**src/rtl/wb_dpsram_ctrl.sv**
```systemverilog
// Wishbone classic slave mapping a 4 KiB window onto two 512x32 dual-port SRAM banks.
// Port 0 of each bank is used for writes only and port 1 for reads only; every output is registered.
module wb_dpsram_ctrl #(
    parameter logic [31:0] BASE_ADDR = 32'h3000_0000,
    parameter int          READ_LAT  = 1,
    parameter logic [31:0] OOR_DATA  = 32'h0000_0000
) (
    input  logic        clk_i,
    input  logic        rst_ni,
    input  logic        wb_cyc_i,
    input  logic        wb_stb_i,
    input  logic        wb_we_i,
    input  logic [3:0]  wb_sel_i,
    input  logic [31:0] wb_adr_i,
    input  logic [31:0] wb_dat_i,
    output logic        wb_ack_o,
    output logic [31:0] wb_dat_o,
    output logic        o_csb0,
    output logic        o_web0,
    output logic [3:0]  o_wmask0,
    output logic [8:0]  o_waddr0,
    output logic [31:0] o_din0,
    output logic        o_csb1,
    output logic [8:0]  o_addr1,
    input  logic [31:0] i_dout1,
    output logic        o_csb0_1,
    output logic        o_web0_1,
    output logic [3:0]  o_wmask0_1,
    output logic [8:0]  o_waddr0_1,
    output logic [31:0] o_din0_1,
    output logic        o_csb1_1,
    output logic [8:0]  o_addr1_1,
    input  logic [31:0] i_dout1_1
);

    // Handshake: a request is cyc&stb seen in IDLE; ack is a one-cycle pulse and
    // cyc/stb are ignored while it is high. Dropping cyc mid-access aborts with no ack.
    typedef enum logic [2:0] {IDLE, WR, RD_ISSUE, RD_WAIT, ACK} state_t;

    state_t      state, state_d;
    logic [1:0]  cnt, cnt_d;
    logic        bank_q, bank_d;
    logic        ack_q, ack_d;
    logic [31:0] dat_q, dat_d;

    logic [1:0]  csb0_q, csb0_d;
    logic [1:0]  web0_q, web0_d;
    logic [1:0]  csb1_q, csb1_d;
    logic [3:0]  wmask_q [2];
    logic [3:0]  wmask_d [2];
    logic [8:0]  waddr_q [2];
    logic [8:0]  waddr_d [2];
    logic [31:0] din_q   [2];
    logic [31:0] din_d   [2];
    logic [8:0]  addr1_q [2];
    logic [8:0]  addr1_d [2];

    logic       hit;
    logic       req;
    logic       bank;
    logic [8:0] word;
    logic       unused_adr;

    assign hit        = (wb_adr_i[31:12] == BASE_ADDR[31:12]);
    assign req        = wb_cyc_i & wb_stb_i;
    assign bank       = wb_adr_i[11];
    assign word       = wb_adr_i[10:2];
    assign unused_adr = ^wb_adr_i[1:0];

    // SRAM controls are single-cycle pulses, so every cycle defaults them back to idle.
    always_comb begin
        state_d = state;
        cnt_d   = cnt;
        bank_d  = bank_q;
        ack_d   = 1'b0;
        dat_d   = dat_q;
        csb0_d  = 2'b11;
        web0_d  = 2'b11;
        csb1_d  = 2'b11;
        for (int i = 0; i < 2; i++) begin
            wmask_d[i] = 4'h0;
            waddr_d[i] = 9'h0;
            din_d[i]   = 32'h0;
            addr1_d[i] = 9'h0;
        end

        case (state)
            IDLE: begin
                if (req) begin
                    if (!hit) begin
                        ack_d   = 1'b1;
                        state_d = ACK;
                        if (!wb_we_i) dat_d = OOR_DATA;
                    end else if (wb_we_i) begin
                        bank_d        = bank;
                        csb0_d[bank]  = (wb_sel_i == 4'h0);
                        web0_d[bank]  = 1'b0;
                        wmask_d[bank] = wb_sel_i;
                        waddr_d[bank] = word;
                        din_d[bank]   = wb_dat_i;
                        state_d       = WR;
                    end else begin
                        bank_d        = bank;
                        csb1_d[bank]  = 1'b0;
                        addr1_d[bank] = word;
                        state_d       = RD_ISSUE;
                    end
                end
            end
            WR: begin
                if (!wb_cyc_i) begin
                    state_d = IDLE;
                end else begin
                    ack_d   = 1'b1;
                    state_d = ACK;
                end
            end
            RD_ISSUE: begin
                if (!wb_cyc_i) begin
                    state_d = IDLE;
                end else begin
                    cnt_d   = 2'(READ_LAT - 1);
                    state_d = RD_WAIT;
                end
            end
            RD_WAIT: begin
                if (!wb_cyc_i) begin
                    state_d = IDLE;
                end else if (cnt == 2'd0) begin
                    dat_d   = bank_q ? i_dout1_1 : i_dout1;
                    ack_d   = 1'b1;
                    state_d = ACK;
                end else begin
                    cnt_d = cnt - 2'd1;
                end
            end
            ACK:     state_d = IDLE;
            default: state_d = IDLE;
        endcase
    end

    always_ff @(posedge clk_i) begin
        if (!rst_ni) begin
            state  <= IDLE;
            cnt    <= 2'd0;
            bank_q <= 1'b0;
            ack_q  <= 1'b0;
            dat_q  <= 32'h0;
            csb0_q <= 2'b11;
            web0_q <= 2'b11;
            csb1_q <= 2'b11;
            for (int i = 0; i < 2; i++) begin
                wmask_q[i] <= 4'h0;
                waddr_q[i] <= 9'h0;
                din_q[i]   <= 32'h0;
                addr1_q[i] <= 9'h0;
            end
        end else begin
            state  <= state_d;
            cnt    <= cnt_d;
            bank_q <= bank_d;
            ack_q  <= ack_d;
            dat_q  <= dat_d;
            csb0_q <= csb0_d;
            web0_q <= web0_d;
            csb1_q <= csb1_d;
            for (int i = 0; i < 2; i++) begin
                wmask_q[i] <= wmask_d[i];
                waddr_q[i] <= waddr_d[i];
                din_q[i]   <= din_d[i];
                addr1_q[i] <= addr1_d[i];
            end
        end
    end

    assign wb_ack_o   = ack_q;
    assign wb_dat_o   = dat_q;
    assign o_csb0     = csb0_q[0];
    assign o_web0     = web0_q[0];
    assign o_wmask0   = wmask_q[0];
    assign o_waddr0   = waddr_q[0];
    assign o_din0     = din_q[0];
    assign o_csb1     = csb1_q[0];
    assign o_addr1    = addr1_q[0];
    assign o_csb0_1   = csb0_q[1];
    assign o_web0_1   = web0_q[1];
    assign o_wmask0_1 = wmask_q[1];
    assign o_waddr0_1 = waddr_q[1];
    assign o_din0_1   = din_q[1];
    assign o_csb1_1   = csb1_q[1];
    assign o_addr1_1  = addr1_q[1];

endmodule

```
**config.mk**
```make
export PLATFORM = sky130hd
export DESIGN_NAME = wb_dpsram_ctrl
export DESIGN_NICKNAME = d
export VERILOG_FILES = /design/src/rtl/wb_dpsram_ctrl.sv
export SDC_FILE = /design/constraint.sdc
export NUM_CORES = 1
export LEC_CHECK = 0
export ABC_AREA = 1
export CAP_MARGIN = 20
export CELL_PAD_IN_SITES_DETAIL_PLACEMENT = 1
export CELL_PAD_IN_SITES_GLOBAL_PLACEMENT = 2
export CORE_ASPECT_RATIO = 0.8
export CORE_UTILIZATION = 23
export DETAILED_ROUTE_END_ITERATION = 10
export GPL_TIMING_DRIVEN = 0
export PLACE_DENSITY = 0.93
export SLEW_MARGIN = 0
export SYNTH_ARGS = -nofsm -noshare
export SYNTH_HDL_FRONTEND = slang
export SYNTH_SLANG_ARGS = --single-unit
export TNS_END_PERCENT = 1
```
**constraint.sdc**
```tcl
create_clock -name clk_i -period 2.1 [get_ports clk_i]
set_input_delay 0.21 -clock clk_i [delete_from_list [all_inputs] [get_ports clk_i]]
set_output_delay 0.21 -clock clk_i [all_outputs]
set_load 0.01 [all_outputs]
```
==> results_dict.tcl, run 1 <==
set metrics [dict create \
    crit_required_ps 2440 \
    p_switching_mw 1.68 \
    end_kind "register" \
    cts_buffers 17 \
    finalSetupTns_ps 0 \
    synth_area_mm2 0.00542 \
    initial_core_util_pct 23.8 \
    p_per_area_mw_per_mm2 740 \
    fp.dieW_um 174 \
    drc 0 \
    grt_pass1_vias 5359 \
    power.leakage_nw 3.82 \
    synth_seq_area_share_pct 56.5 \
    path_max_fanout 10 \
    grt_usage_pct 15.7 \
    max-slew-margin-rel_pct 65.9 \
    min_path_type "primary input to register" \
    fp.coreArea_mm2 0.0228 \
    setup_viol 0 \
    yosysWarnings 0 \
    ant_nets 0 \
    htreeDepth 4 \
    cts-root-buf "clkbuf_16" \
    drt_iter0_markers 142 \
    slew_violations 0 \
    rr_worst_depth 7 \
    crit_end "addr1_q[0][6]$_SDFF_PP0_" \
    layout-drive-gt1-share_pct 11.8 \
    critical_path_class "register to register" \
    regToRegSetupSlack_ps 360 \
    path_clk_slew_ps 70 \
    pwr-share-clk_pct 47.3 \
    final_area_mm2 0.00923 \
    syn_nets 779 \
    ioPinCount 284 \
    grt_max_degree 18 \
    routabilityCongestion 0.732 \
    ys_seq_elements 153 \
    first_pass_iters 4 \
    rows 49 \
    rsz0062_at_grt "false" \
    hold_buffers 0 \
    hold_violations 0 \
    crit_slowest_cell "dfxtp_1" \
    syn-instance-count 641 \
    clk_latency_ps 420 \
    wirelength_mm 18.5 \
    vias 5087 \
    startpoint "state[2]$_SDFFE_PN0P_" \
    crit_chain "nor2_4 -> nand2_2 -> inv_2 -> nand4_2 -> nor2_2 -> nand3_2 -> nor2_1" \
    seq_power_share_pct 43.4 \
    antenna_cells 0 \
    period_minus_slack_ps 1740 \
    wl_per_cell_um 14.7 \
    outcome "complete, no violations" \
    r2r-start "state[2]$_SDFFE_PN0P_" \
    fmax_mhz 575 \
    worst_clock_skew_ps 12.2 \
    syn2layout_area_growth_pct 70.3 \
    synth.avg_cell_area_um2 8.46 \
    die-area_mm2 0.0242 \
    fin_crit_sh_pct 82.9 \
    numPortBuffers 280 \
    synth_cell_types 24 \
    cts_tree "yes" \
    critPathLaunchType "register" \
    slowest_delay_ps 360 \
    internal_power_mw 5.16 \
    finish.net_count 1078 \
    worst_pin_slew_ps 512 \
    cap_violations 0 \
    post_cts_buffers 0 \
    vdd_drop_max_mv 0.378 \
    place_hpwl_mm 14.4 \
    cp_data_arrival_time_ps 2080 \
    antenna_found_initial 0 \
    placed_area_mm2 0.00861 \
    dieHeight_um 139 \
    cts_resized 0 \
    max-clock-path-buffers 2 \
    clock-sinks 153 \
    worst_hold_slack_ps 78.2 \
    grt_pass1_wl_mm 29.7 \
    combinationalPowerShare_pct 9.3 \
    via_per_inst 4.04 \
    overflow 0 \
    p_sw_share_pct 24.5 \
    worstReg2RegEnd "addr1_q[0][6]$_SDFF_PP0_" \
]
-- flip-flops by register name (all words and copies together) (netlist names), 3 cells and up --
register and cells:
addr1_q 18, din_q 64, state 3, waddr_q 18, wb_dat_o 32, wmask_q 8
-- synthesized netlist by cell type, drive strengths merged --
cell | instances | area (um2)
o21ai | 16 | 80.1
inv | 79 | 297
nor2 | 164 | 692
ha | 1 | 12.5
nand3 | 39 | 230
dfxtp | 153 | 3060
nand2 | 95 | 362
a21oi | 35 | 179
nand4 | 6 | 43.8
mux2 | 22 | 248
clkbuf | 8 | 30.0
buf | 23 | 184
-- placed cells by master (no fill, tap or decap), types with 8 or more instances in the layout --
cell             Yosys  layout
buf_2                9       9
clkbuf_1             8       8
nor2_1             141     141
o21ai_0             15      15
clkdlybuf4s50_1      0     280
a21oi_1             34      34
nor2_2              21      21
buf_6                9       9
inv_1               75      75
dfxtp_1            153     153
mux2_2              22      22
nand2_1             93      93
nand3_1             35      35
clkbuf_16            0      17
-- metal layers --
layer,track usage [%],wire [um],up-vias
met2,25.9,8760,143
met4,4.39,225,0
met3,4.21,968,12
met1,20.2,8500,2368
li1,-,-,2564
met5,0,0,-
-- layout make-up --
| class | instances | area [um2] |
|---|---|---|
| inverters | 79 | 297 |
| clock buffers | 17 | 425 |
| repair buffers | 280 | 2800 |
| plain buffers | 31 | 214 |
| flip-flops and latches | 153 | 3060 |
| multi-input cells | 378 | 1850 |
| clock inverters | 15 | 200 |
| well taps | 306 | 383 |
| fillers | 2694 | 13600 |
-- metrics by stage --
stage | std cells | total power, mW | worst slack [ps] | util, %
floorplan | 641 | 3.28 | 737 | -
global placement | 1227 | 3.66 | 59.1 | 37.7
detailed placement | 1227 | 3.68 | 20.7 | 37.7
CTS | 1259 | 6.96 | 326 | 40.5
global route | 1259 | 7.15 | 164 | 40.5
finish | 1259 | 6.83 | 359 | 40.5
-- worst min path at each step --
stage / startpoint / end / slack [ps] / depth (start not counted)
global route: rst_ni / wb_dat_o[8]$_SDFFE_PN0P_ / 70 / 3
CTS: rst_ni / wb_dat_o[8]$_SDFFE_PN0P_ / 60 / 3
detailed placement: wb_dat_o[12]$_SDFFE_PN0P_ / wb_dat_o[12]$_SDFFE_PN0P_ / 450 / 2
global placement: wb_dat_o[4]$_SDFFE_PN0P_ / wb_dat_o[4]$_SDFFE_PN0P_ / 450 / 2
floorplan: wb_adr_i[11] / csb0_q[1]$_SDFF_PN1_ / 300 / 1
finish: rst_ni / wb_dat_o[8]$_SDFFE_PN0P_ / 80 / 3
-- critical path, delay by kind of cell, from the launching register on --
family	cells	cell delay, ps
DFF	1	360
buffers and inverters	1	110
and+or+nand+nor	6	1190
-- logic make-up after synthesis --
logic type	after synthesis	share of synthesized area (%)
and+or+nand+nor	304	24.5
DFF	153	56.5
buffers and inverters	110	9.42
AOI/OAI and AO/OA	51	4.78
muxes	22	4.57
adders and majority gates	1	0.231
-- power by group through the flow --
stage / logic (mW) / clock network (mW) / registers (mW)
after floorplan: 0.228 / 0 / 3.05
after global placement: 0.634 / 0 / 3.03
after detailed placement: 0.645 / 0 / 3.03
after CTS: 0.648 / 3.34 / 2.97
after global routing: 0.703 / 3.48 / 2.97
final: 0.638 / 3.23 / 2.97
(Power assumes the default switching activity.)
==> run 2: changes to the inputs <==
--- a/config.mk
+++ b/config.mk
@@ -10,10 +10,10 @@
 export CELL_PAD_IN_SITES_DETAIL_PLACEMENT = 1
 export CELL_PAD_IN_SITES_GLOBAL_PLACEMENT = 2
 export CORE_ASPECT_RATIO = 0.8
-export CORE_UTILIZATION = 23
+export CORE_UTILIZATION = 19
 export DETAILED_ROUTE_END_ITERATION = 10
 export GPL_TIMING_DRIVEN = 0
-export PLACE_DENSITY = 0.93
+export PLACE_DENSITY = 0.83
 export SLEW_MARGIN = 0
 export SYNTH_ARGS = -nofsm -noshare
 export SYNTH_HDL_FRONTEND = slang
==> constraint.sdc (replaced) <==
create_clock -name clk_i -period 1.6 [get_ports clk_i]
set_input_delay 0.16 -clock clk_i [delete_from_list [all_inputs] [get_ports clk_i]]
set_output_delay 0.16 -clock clk_i [all_outputs]
set_load 0.01 [all_outputs]
==> results_dict.tcl, run 2 (synthesis gave the netlist of run 1 again) <==
set metrics [dict create \
    hold_violations 0 \
    vias 5239 \
    rr_worst_depth 9 \
    wirelength_mm 19.9 \
    end_kind "register" \
    critPathLaunchType "register" \
    fp.coreArea_mm2 0.0276 \
    wl_met1_mm 9.06 \
    wl_met3_mm 1.12 \
    regToRegSetupSlack_ps 50 \
    power.leakage_nw 3.97 \
    initial_core_util_pct 19.6 \
    grt_usage_pct 13.3 \
    final_cell_mix "clkdlybuf4s50_1 (280), dfxtp_1 (149), nor2_1 (121), nand2_1 (92), inv_1 (72)" \
    fmax_mhz 643 \
    grt_max_degree 17 \
    layout-drive-gt1-share_pct 18.1 \
    outcome "complete, no violations" \
    crit_slowest_cell "dfxtp_4" \
    worstReg2RegEnd "din_q[0][35]$_SDFF_PN0_" \
    crit_required_ps 1950 \
    worst_pin_slew_ps 595 \
    max-slew-margin-rel_pct 60.3 \
    min_path_type "primary input to register" \
    first_pass_iters 4 \
    slew_violations 0 \
    vdd_drop_max_mv 0.678 \
    highest_layer "met4" \
    wl_per_cell_um 14.9 \
    clk_latency_ps 420 \
    largest_reg_flops 64 \
    antenna_found_initial 0 \
    htreeDepth 4 \
    r2r-start "state[0]$_SDFFE_PN0P_" \
    path_clk_slew_ps 70 \
    p_per_area_mw_per_mm2 904 \
    cts_tree "yes" \
    cp_data_arrival_time_ps 1910 \
    finish.net_count 1096 \
    post-route-util_pct 35.4 \
    cts_buffers 17 \
    fp.dieW_um 191 \
    place_hpwl_mm 14.9 \
    route.met2.wl_mm 9.56 \
    finalSetupTns_ps 0 \
    via_per_inst 3.92 \
    dieHeight_um 153 \
    ant_nets 0 \
    final_common_cell "clkdlybuf4s50_1" \
    cts-root-buf "clkbuf_16" \
    critical_path_class "register to register" \
    grt_pass1_wl_mm 29.9 \
    num-fill-cells 3199 \
    ioPinCount 284 \
    slowest_delay_ps 360 \
    antenna_cells 0 \
    worst_clock_skew_ps 12.1 \
    grt_pass1_vias 5382 \
    regMostFlops "din_q" \
    syn2layout_area_growth_pct 80.3 \
    crit_top_cell "nor2_4" \
    setup_viol 0 \
    path_max_fanout 8 \
    rsz0062_at_grt "true" \
    period_minus_slack_ps 1550 \
    numPortBuffers 280 \
    fin_crit_sh_pct 97.2 \
    setup_ws_ps 45.5 \
    cap_violations 0 \
    hold_depth 3 \
    die-area_mm2 0.0292 \
    routabilityCongestion 0.723 \
    overflow 0 \
    drt_iter0_markers 164 \
    rows 54 \
    clock-sinks 153 \
    drc 0 \
    placed_area_mm2 0.00868 \
    post-place-ws_ps -441 \
    crit_chain "nor2_4 -> nand2_4 -> nor2_4 -> nand4_1 -> inv_2 -> nand3_4 -> buf_12 -> buf_8 -> nor2_1" \
    worst_hold_slack_ps 28.7 \
    crit_end "din_q[0][35]$_SDFF_PN0_" \
    final_area_mm2 0.00977 \
    startpoint "state[0]$_SDFFE_PN0P_" \
    max-clock-path-buffers 2 \
]
-- run 2: report_power, final --
group          internal (mW)  switching (mW)  leakage (nW)
clock                   2.23            1.76         0.276
combinational          0.561           0.386          2.46
sequential              3.86          0.0359          1.24
total                   6.65            2.18          3.97
-- run 2: area by class of cell --
cell class | count | area (um2) | area share (%)
plain buffers | 31 | 290 | 2.97
clock inverters | 13 | 135 | 1.38
clock buffers | 19 | 443 | 4.53
repair buffers | 296 | 3010 | 30.8
multi-input cells | 380 | 2070 | 21.2
well taps | 364 | 455 | 4.66
flip-flops and latches | 153 | 3070 | 31.4
inverters | 79 | 299 | 3.06
-- run 2: worst max-delay path: cells and delay by family (launching register included) --
family	cells	cell delay [ps]
buffers and inverters	3	470
flip-flops	1	360
AND/OR/NAND/NOR	6	640
-- run 2: repair_timing --
| item | 4_1_cts | 5_1_grt |
|---|---|---|
| setup endpoints to repair | 122 | 142 |
| cloned | 0 | 7 |
| resized for setup | 4 | 89 |
| pin swaps | 1 | 10 |
| hold buffers | 0 | 0 |
| buffers inserted | 3 | 8 |
-- run 2: routing by layer --
metal,global-route usage (%),vias up
li1,-,2608
met1,16.7,2489
met2,22.2,131
met3,3.61,11
met4,3.89,0
met5,0,-
-- run 2: how the worst min path moves through the flow --
stage,start,to,slack [ps]
after floorplan,wb_adr_i[11],csb0_q[1]$_SDFF_PN1_,250
after global placement,wb_dat_o[13]$_SDFFE_PN0P_,wb_dat_o[13]$_SDFFE_PN0P_,450
after detailed placement,wb_dat_o[6]$_SDFFE_PN0P_,wb_dat_o[6]$_SDFFE_PN0P_,460
after CTS,rst_ni,wb_dat_o[5]$_SDFFE_PN0P_,4
after global routing,rst_ni,wb_dat_o[5]$_SDFFE_PN0P_,10
final,rst_ni,wb_dat_o[5]$_SDFFE_PN0P_,30
-- run 2: metrics by stage --
step | instances | total power [mW]
4_1_cts | 1320 | 8.88
5_1_grt | 1335 | 9.24
6_report | 1335 | 8.83
2_1_floorplan | 641 | 4.30
3_5_place_dp | 1285 | 4.83
3_3_place_gp | 1285 | 4.82
